File: src/rtl/imem_load_ctrl.sv
`default_nettype none
// ============================================================================
// Module      : imem_load_ctrl
// Description : Shares one instruction-memory port between CPU fetch and a
//               byte-stream program loader; holds the CPU in reset while
//               loading. Optional IMEM_CLEAR_EN zero-fills memory first.
// Revision    : 1.0 - initial release
// ============================================================================
module imem_load_ctrl #(
  parameter int ADDR_W = 8,
  parameter int DATA_W = 8
) (
  input  logic              clk,
  input  logic              rst,
  input  logic              load_req,
  input  logic [ADDR_W:0]   load_len,
  input  logic              load_abort,
  input  logic              s_valid,
  input  logic [DATA_W-1:0] s_data,
  output logic              s_ready,
  input  logic [ADDR_W-1:0] cpu_pc,
  output logic [DATA_W-1:0] cpu_instr,
  output logic              cpu_rst,
  output logic [ADDR_W-1:0] mem_addr,
  output logic [DATA_W-1:0] mem_wdata,
  output logic              mem_we,
  input  logic [DATA_W-1:0] mem_rdata,
  output logic              busy,
  output logic              done,
  output logic              err
);

  localparam logic [1:0] c_run  = 2'd0;
`ifdef IMEM_CLEAR_EN
  localparam logic [1:0] c_clear = 2'd1;
`endif
  localparam logic [1:0] c_load = 2'd2;
  localparam logic [1:0] c_done = 2'd3;

  localparam logic [ADDR_W:0] c_depth = {1'b1, {ADDR_W{1'b0}}};
  localparam logic [ADDR_W:0] c_one   = {{ADDR_W{1'b0}}, 1'b1};

  logic [1:0]      r_state;
  logic [ADDR_W:0] r_cnt;
  logic [ADDR_W:0] r_len;
  logic            r_err;
  logic            w_len_ok;
  logic            w_hs;
  logic            w_last;

  assign w_len_ok = (load_len != '0) && (load_len <= c_depth);
  // Abort has priority over a byte offered in the same cycle.
  assign w_hs     = (r_state == c_load) && s_valid && !load_abort;
  assign w_last   = (r_cnt == (r_len - c_one));
  assign err      = r_err;

  always_comb begin
    s_ready   = 1'b0;
    mem_we    = 1'b0;
    mem_wdata = s_data;
    mem_addr  = r_cnt[ADDR_W-1:0];
    cpu_instr = '0;
    cpu_rst   = 1'b1;
    busy      = 1'b1;
    done      = 1'b0;
    case (r_state)
      c_run: begin
        mem_addr  = cpu_pc;
        cpu_instr = mem_rdata;
        cpu_rst   = 1'b0;
        busy      = 1'b0;
      end
`ifdef IMEM_CLEAR_EN
      c_clear: begin
        mem_we    = !load_abort;
        mem_wdata = '0;
      end
`endif
      c_load: begin
        s_ready = !load_abort;
        mem_we  = w_hs;
      end
      c_done: begin
        done = 1'b1;
      end
      default: begin
        done = 1'b0;
      end
    endcase
  end

  always_ff @(posedge clk or posedge rst) begin
    if (rst) begin
      r_state <= c_run;
      r_cnt   <= '0;
      r_len   <= '0;
      r_err   <= 1'b0;
    end else begin
      case (r_state)
        c_run: begin
          if (load_req) begin
            if (w_len_ok) begin
              r_len <= load_len;
              r_cnt <= '0;
              r_err <= 1'b0;
`ifdef IMEM_CLEAR_EN
              r_state <= c_clear;
`else
              r_state <= c_load;
`endif
            end else begin
              r_err <= 1'b1;
            end
          end
        end
`ifdef IMEM_CLEAR_EN
        c_clear: begin
          if (load_abort) begin
            r_state <= c_run;
            r_err   <= 1'b1;
          end else if (r_cnt[ADDR_W-1:0] == '1) begin
            r_cnt   <= '0;
            r_state <= c_load;
          end else begin
            r_cnt <= r_cnt + c_one;
          end
        end
`endif
        c_load: begin
          if (load_abort) begin
            r_state <= c_run;
            r_err   <= 1'b1;
          end else if (w_hs) begin
            r_cnt <= r_cnt + c_one;
            if (w_last) begin
              r_state <= c_done;
            end
          end
        end
        c_done: begin
          r_state <= c_run;
        end
        default: begin
          r_state <= c_run;
        end
      endcase
    end
  end

endmodule
`default_nettype wire

File: config.mk
export PLATFORM = sky130hd
export DESIGN_NAME = imem_load_ctrl
export DESIGN_NICKNAME = d
export VERILOG_FILES = /design/src/rtl/imem_load_ctrl.sv
export SDC_FILE = /design/constraint.sdc
export NUM_CORES = 1
export LEC_CHECK = 0
export CORE_ASPECT_RATIO = 1.4
export CORE_MARGIN = 2
export CORE_UTILIZATION = 40
export DETAILED_ROUTE_END_ITERATION = 10
export PLACE_DENSITY = 0.79
export SKIP_LAST_GASP = 1
export SYNTH_ARGS = -nofsm -noshare
export SYNTH_HDL_FRONTEND = slang
export SYNTH_SLANG_ARGS = --single-unit
File: constraint.sdc
create_clock -name clk -period 5.1 [get_ports clk]
set_input_delay 1.02 -clock clk [delete_from_list [all_inputs] [get_ports clk]]
set_output_delay 1.02 -clock clk [all_outputs]
set_load 0.01 [all_outputs]
==> results.md, run 1 <==
- The boundary pin count is 68.
- The fraction of the cycle the final worst path needs is 69.9%.
- The number of buffers on the longest clock path is 2.
- The element type at the critical path start is an input port.
- The HPWL reported at the end of detailed placement is about 2500 µm.
- The initial antenna violation count is 0.
- The register bit count reported by yosys is 21.
- Buffers placed on the I/O ports in this run total 51.
- The measured slew at the worst slew-check pin is between 1000 and 1500 ps.
- In this run the register-to-register setup slack is about 2600 ps.
- The height of the die is approximately 76 µm.
- The biggest fanout along the worst timing path is 8.
- The flow ran to the end, and the final reports show no timing, DRC or antenna violations.
- The first global-routing pass estimated between 5000 and 6000 µm of wire.
- The placer congestion estimate is 0.873.
- The area added between synthesis and finish is 33.7%.
- The data arrival time of the worst path is approximately 2500 ps.
- Following the worst setup path forward leads to its endpoint at mem_we.
- Power spread over the standard cell area amounts to approximately 260 mW/mm².
- In this run, synthesis inferred 0 flip-flops with an integrated enable.
- The number of max-cap violations is 0.
- The net count of the finished layout is ~240.
- Global routing finished with a remaining overflow of 0.
- The fraction of synthesized cell area taken by the top area cell type is around a third.
- CTS saw 21 sinks.
- CTS built an H-tree with a depth of 1.
- The number of gates resized after cts is 0.
- The worst-case hold slack is between 500 and 600 ps.
- The Yosys warning count is 0.
- When the netlist entered floorplanning its net count stood at 195.
- In the final routed layout, each cell accounts on average for between 10 and 15 µm.
- The worst setup slack before clock tree synthesis is 1530 ps.
- For this design, the slowest cell found on the critical path is sky130_fd_sc_hd__clkdlybuf4s50_1.
- The count of final max-slew check failures is 0.
- The library cell used as clock root buffer is sky130_fd_sc_hd__clkbuf_8.
- Cells fill a little under three fifths of the core in the end.
- Setup violations remaining at the end of the flow were counted as 0.
- The clock reaches the later pin of the worst-skew pair after 260 ps.
- The share of the Yosys chip area taken by registers is around a third.
- The final number of hold-violating endpoints is 0.
- Measured against its own limit, the worst slew margin works out to roughly 28%.
- STA classifies the critical path endpoint as an output port.
- The routed wire length is between 3000 and 4000 µm.
- Counting flops with an async set or reset pin after synthesis yields a share of 100%.
- The via count of the routed design is approximately 1.2k.
- The number of nets still failing antenna checks after routing is 0.
- The worst register-to-register path has a depth of 4.
- After the flow finishes, the layout carries non-filler instances totaling 237.
- The number of placed instances, taps included, is 233.
- In this run, the number of DRC markers left after iteration 0 of detailed routing was 25.
- The maximum ir drop on the vdd rail is between 150 and 200 µV.
- The maximum achievable frequency is 281 MHz.
- Counting distinct cell types in the post-synthesis netlist gives a little over 40.
- The endpoint of the lowest-slack register-to-register path is r_len[3].
- Clock-pin slew was measured on the worst setup and hold paths at around 70 ps.
- The average footprint of a synthesized cell is 9.65 µm².
- In this run the worst setup path begins at load_abort.
- The critical path goes through clkdlybuf4s50_1 > nand2b_1 > nor2_2 > nand2_1 > clkinv_1 > clkdlybuf4s50_1.
- The fraction of final layout cells with drive strength greater than 1 is around 11%.
- Adding up every negative setup slack in the final design gives 0 ps.
- In the routed design, unresolved DRC markers number 0.
- The via count of the first global-routing pass is between 1k and 1.5k.
- In this design, the critical path's most frequently occurring cell is sky130_fd_sc_hd__clkdlybuf4s50_1.
- Buffers added to address setup during post-CTS repair amount to 0.
- The post-synth design cell area is 0.00150 mm².
- For this run, the total global-route usage over all layers was measured as 16.5%.
- The delay of the slowest cell on the worst path is 540 ps.
- The worst register-to-register path begins at r_state[1].
- Using the TritonRoute via totals, the vias-per-cell ratio works out to approximately 5.2.
- The leakage dissipation is ~0.00084 µW.
- In the synthesized netlist the dominant register cell turns out to be sky130_fd_sc_hd__dfrtp_1.
- The final critical delay including setup and external delays is around 3600 ps.
- The largest net degree at the start of global routing is 23.
- The initial cell density of the core is 41.4%.
- Hold repair after CTS inserted 0 buffers.
- For this run, the detailed router's first-pass iteration total came to 4.
- For the worst setup path, the data required time is approximately 4000 ps.
- After synthesis, the cell types taking the most area are sky130_fd_sc_hd__dfrtp_1 35%, sky130_fd_sc_hd__mux2_2 9.8%, sky130_fd_sc_hd__xor2_1 8.2%, sky130_fd_sc_hd__buf_4 5.0%, sky130_fd_sc_hd__and2_1 4.2%.
- The core box area is approximately 0.0036 mm².
- The fill cell total of the finished layout is 299.
- The clock tree from TritonCTS is yes.
- The CTS buffer count is 3.
- The class of the tightest hold or removal check is reg2reg.
- Across all setup checks in the final design, the least slack found is 1540 ps.
- The clock tree skew after final layout is roughly 6.8 ps.
- Summed over all instances, the cell type with the most area after synthesis is sky130_fd_sc_hd__dfrtp_1.
- Synthesis produced 155 cells.
- The repair_antennas step left the layout with diodes totalling 0.
- The worst setup path is of the in2out kind.
- The width of the chip is between 50 and 60 µm.
- Setup repair after global routing left no endpoint under its margin.
- The die covers 0.00425 mm².
- Row generation in the floorplan step produced 26 rows.
-- cell usage in the layout (no fill, tap or decap), types with 2 or more instances in the layout --
cell type                         count
sky130_fd_sc_hd__clkdlybuf4s50_1     51
sky130_fd_sc_hd__dfrtp_1             21
sky130_fd_sc_hd__xor2_1              14
sky130_fd_sc_hd__mux2_2              13
sky130_fd_sc_hd__nand2_1             10
sky130_fd_sc_hd__and2_1              10
sky130_fd_sc_hd__nor2_1               9
sky130_fd_sc_hd__inv_1                8
sky130_fd_sc_hd__o21ai_0              6
sky130_fd_sc_hd__xnor2_1              5
sky130_fd_sc_hd__nor4_1               4
sky130_fd_sc_hd__nor3_1               4
sky130_fd_sc_hd__nand4_1              4
sky130_fd_sc_hd__nand3_1              3
sky130_fd_sc_hd__and3_1               3
sky130_fd_sc_hd__clkbuf_8             3
sky130_fd_sc_hd__and3b_1              2
sky130_fd_sc_hd__a211oi_1             2
sky130_fd_sc_hd__ha_1                 2
-- cells in the mapped netlist (all sizes together) (2+ instances only) --
cell,n
a2111oi,2
nor2,11
nand3,3
and2,10
xnor2,5
mux2,14
nor4,5
a211oi,2
ha,2
and3b,2
nor3,4
xor2,15
buf,13
clkbuf,2
nand4,4
dfrtp,21
o21ai,6
nand2,10
and3,3
inv,8
-- layout make-up --
type / count / area, µm² / share of cell area [%]
clock buffer: 4 / 45.0 / 2.25
inverter: 9 / 33.8 / 1.69
tap: 42 / 52.6 / 2.63
timing repair buffer: 51 / 510 / 25.5
multi-input combinational: 110 / 833 / 41.7
sequential: 21 / 526 / 26.3
-- report_power, final --
part           leakage, µW  internal, µW  switching, µW
logic             0.000549           108           79.4
clock network    0.0000228          55.6           52.7
registers         0.000269           186           28.7
total             0.000841           350            161
-- state kept, by name, summed over array words and instances (netlist names) --
signal	cells
r_len	9
r_cnt	9
r_state	2
err	1
-- routing by layer --
layer	share of wire, %	routed length [µm]	global-route usage, %
met3	6.7	214	3.40
met5	0	0	0
met4	1.3	43	5.85
met1	40	1290	19.2
met2	52	1650	29.4
-- critical path: cells and delay by family --
family | cells | cell delay, ps
buffers and inverters | 3 | 1180
and+or+nand+nor | 3 | 340
-- per-stage QoR --
stage	instance area [µm²]	power [µW]
floorplan	1500	338
detailed placement	1960	406
global route	2000	541
finish	2000	510
global placement	1960	399
CTS	2000	515
-- cells by family (layout without fill, tap and decap cells) --
kind of cell / count (synthesis) / after routing / share of synthesized area (%)
and+or+nand+nor: 56 / 56 / 21.6
buffers and inverters: 24 / 64 / 9.20
xor gates and xnor gates: 21 / 21 / 13.7
DFF: 21 / 21 / 35.1
AOI/OAI and AO/OA: 17 / 17 / 8.19
muxes: 14 / 14 / 10.5
adders and majority gates: 2 / 2 / 1.67
-- how the worst min path moves through the flow --
stage | cells after the start | to | slack [ps] | from
2_1_floorplan | 1 | r_len[6] | 500 | r_len[6]
3_3_place_gp | 1 | r_len[8] | 520 | r_len[8]
3_5_place_dp | 1 | r_len[8] | 530 | r_len[8]
4_1_cts | 1 | r_len[8] | 540 | r_len[8]
5_1_grt | 1 | r_len[8] | 560 | r_len[8]
6_report | 1 | r_len[8] | 540 | r_len[8]
Power figures use the tool's default switching activity.
==> run 2: changes to the inputs <==
==> constraint.sdc (replaced) <==
create_clock -name clk -period 3.3 [get_ports clk]
set_input_delay 0.66 -clock clk [delete_from_list [all_inputs] [get_ports clk]]
set_output_delay 0.66 -clock clk [all_outputs]
set_load 0.01 [all_outputs]
==> run 2 against run 1 <==
Combinational power up 54%. Critical path type unchanged. First-iteration DRC count down 24%. Clock skew down 4.6 ps. Critical endpoint unchanged. Hold slack improved by 5.4 ps. Largest cell class unchanged. Clock power is 58% higher. Core utilization rose by 0.21 points. Wire length increased by 1.5%. Non-clock buffer count up 1. Worst setup slack lost 1100 ps.
==> results.md, run 2 (synthesis gave the netlist of run 1 again) <==
- The flow ran to the end, and the final reports show no timing, DRC or antenna violations.
- By instance count, the cell type seen most on the critical path is sky130_fd_sc_hd__clkdlybuf4s50_1.
- The initial antenna violation count is 0 (unchanged).
- The delay of the slowest cell on the worst path is 530 ps (about the same).
- From synthesis to final layout, the design area changed by 34.2%.
- The count of hold buffers inserted by post-cts repair was 0 (unchanged).
- The clock-pin slew reported for the worst setup and hold paths after clock tree synthesis was 80 ps (about the same).
- The routed wire length per instance is 13.7 µm (+1.1%).
- The placer congestion estimate is 0.899 (+3.0%).
- The routed wire length is 3250 µm (+1.5%).
- The fraction of final layout cells with drive strength greater than 1 is 11.2% (+0.46 points).
- The initial cell density of the core is 41.4% (unchanged).
- The worst setup path is captured at an output port.
- The data arrival time of the worst path is 2170 ps (-370 ps).
- The number of gates resized after cts is 0 (unchanged).
- The final core utilization is 55.6% (+0.21 points).
- The global-route wire length before repair was 5660 µm (-1.4%).
- The worst slew slack as a fraction of its limit is 44.8% (+16 points).
- In the final layout, the registers with the most flip-flops are r_cnt x9, r_len x9, r_state x2.
- The post-CTS repair timing setup buffer count is 0 (unchanged).
- The number of max-cap violations is 0 (unchanged).
- After layout, the worst path uses 85.7% of the clock period.
- The boundary pin count was 68 (unchanged).
- The maximum achievable frequency is ~350 MHz.
- Leaving out fill and tap cells, the most frequent cells in the layout are 51 x sky130_fd_sc_hd__clkdlybuf4s50_1, 21 x sky130_fd_sc_hd__dfrtp_1, 14 x sky130_fd_sc_hd__xor2_1.
- The via density per instance is 5.26 (+0.87%).
- The final number of hold-violating endpoints was 0 (unchanged).
- TritonCTS built the clock tree.
- The via count of the first global-routing pass is 1261 (+1.4%).
- The quantity of I/O buffers inserted on ports is 51 (unchanged).
- The HPWL reported at the end of detailed placement came to 2490 µm (about the same).
- The CTS buffer count is 3 (unchanged).
- The number of detailed-route iterations in the first pass is 4 (unchanged).
- The measured slew at the worst slew-check pin came to 826 ps (-240 ps).
- The required time reported for the critical path endpoint is 2640 ps (-1440 ps).
- The area enclosed by the die boundary is 0.00425 mm² (unchanged).
- The clock tree skew after final layout came to 2.23 ps (-4.55 ps).
- The clock latency on the worst-skew pair was 260 ps (about the same).
- The category of the critical setup timing path is in2out.
- The final routed DRC violation total is 0 (unchanged).
- The biggest fanout along the worst timing path is 8 (unchanged).
- The element type at the critical path start is an input port.
- The via count of the routed design was 1252 (+1.3%).
- The height of the die is 76.4 µm (unchanged).
- The number of levels in the clock H-tree is 1 (unchanged).
- The summed negative setup slack over all endpoints is 0 ps (unchanged).
- The class of the tightest hold or removal check is reg2reg.
- The TritonCTS sink count is 21 (unchanged).
- The total global routing track utilization is 16.5% (about the same).
- The leakage dissipation is 0.000846 µW (+0.62%).
- The final critical delay including setup and external delays is ~2800 ps.
- The library cell used as clock root buffer is sky130_fd_sc_hd__clkbuf_8.
- The overall overflow remaining after global route is 0 (unchanged).
- The power per unit of standard cell area is 393 mW/mm² (+54%).
- The antenna diode count is 0 (unchanged).
- Traced cell by cell, the critical path runs through clkdlybuf4s50_1 > nand2b_1 > nor2_2 > nand2_1 > clkinv_1 > clkdlybuf4s50_1.
- The count of final max-slew check failures is 0 (unchanged).
- The largest delay contributor family on the critical path is buffers and inverters.
- The largest net degree at the start of global routing is 22 (-4.3%).
- The core box area was 0.00361 mm² (unchanged).
- The net count of the finished layout is 237 (+0.42%).
- The number of buffers on the longest clock path is 2 (unchanged).
- The initial detailed-routing violation count came to 19 (-24%).
- The width of the chip is 55.7 µm (unchanged).
- The number of nets still failing antenna checks after routing is 0 (unchanged).
- The placement row count is 26 (unchanged).
- The number of failing setup endpoints in the final timing report is 0 (unchanged).
- Setup repair after global routing left no endpoint under its margin.
- The number of buffers and inverters on the critical path is 3 (unchanged).
- Leaving out fill and tap cells, the most frequent cell in the layout is sky130_fd_sc_hd__clkdlybuf4s50_1.
- The slowest library cell on the worst path is sky130_fd_sc_hd__clkdlybuf4s50_1.
- The maximum ir drop on the vdd rail is 305 µV (+58%).
-- run 2: changes by cell type in the layout (fill, tap and decap cells not counted) --
| cell | previous run | this run |
|---|---|---|
| sky130_fd_sc_hd__buf_4 | 0 | 1 |
-- run 2: path summary, 6_finish.rpt --
check / end / start / depth (start not counted) / slack (ps)
max: mem_we / load_abort / 6 / 470
min: r_len[8] / r_len[8] / 1 / 540
max reg2reg: r_state[0] / r_len[0] / 7 / 1120
min reg2reg: r_len[8] / r_len[8] / 1 / 540
max in group asynchronous: r_cnt[2] / rst / 2 / 1930
min in group asynchronous: r_cnt[7] / rst / 2 / 850
-- run 2: cell type report --
type / count / area (µm²)
Clock buffer: 4 / 45.0
Fill cell: 333 / 1600
Inverter: 9 / 33.8
Multi-Input combinational cell: 110 / 833
Sequential cell: 21 / 526
Tap cell: 42 / 52.6
Timing Repair Buffer: 52 / 518
-- run 2: stage by stage --
step	instance area, µm²	instances	worst slack [ps]	power, µW	hold slack [ps]
after floorplan	1500	155	1260	522	499
after detailed placement	1960	234	461	625	525
after global routing	2010	238	370	833	565
after global placement	1960	234	461	618	516
after CTS	2010	238	460	796	542
final	2010	238	471	790	543
-- run 2: worst reg2reg max path, cell delays in order, from the launching register on --
cell and delay, ps:
sky130_fd_sc_hd__dfrtp_1 430, sky130_fd_sc_hd__inv_1 80, sky130_fd_sc_hd__ha_1 310, sky130_fd_sc_hd__o21bai_1 230, sky130_fd_sc_hd__a2111oi_0 400, sky130_fd_sc_hd__a31oi_1 100
sky130_fd_sc_hd__a2111oi_2 350, sky130_fd_sc_hd__and3b_1 210
-- run 2: per-layer routing --
| layer | vias up | track usage, % | part of all wire, % |
|---|---|---|---|
| li1 | 606 | - | - |
| met3 | 8 | 2.21 | 6.3 |
| met4 | 0 | 8.78 | 2.6 |
| met2 | 43 | 29.2 | 51 |
| met1 | 595 | 18.9 | 40 |
| met5 | - | 0 | 0 |
-- run 2: where the power goes --
group          leakage (µW)  total, µW  switching [µW]  internal (µW)
clock             0.0000228        171            84.6           86.1
sequential         0.000269        331            43.1            288
combinational      0.000554        288             121            167
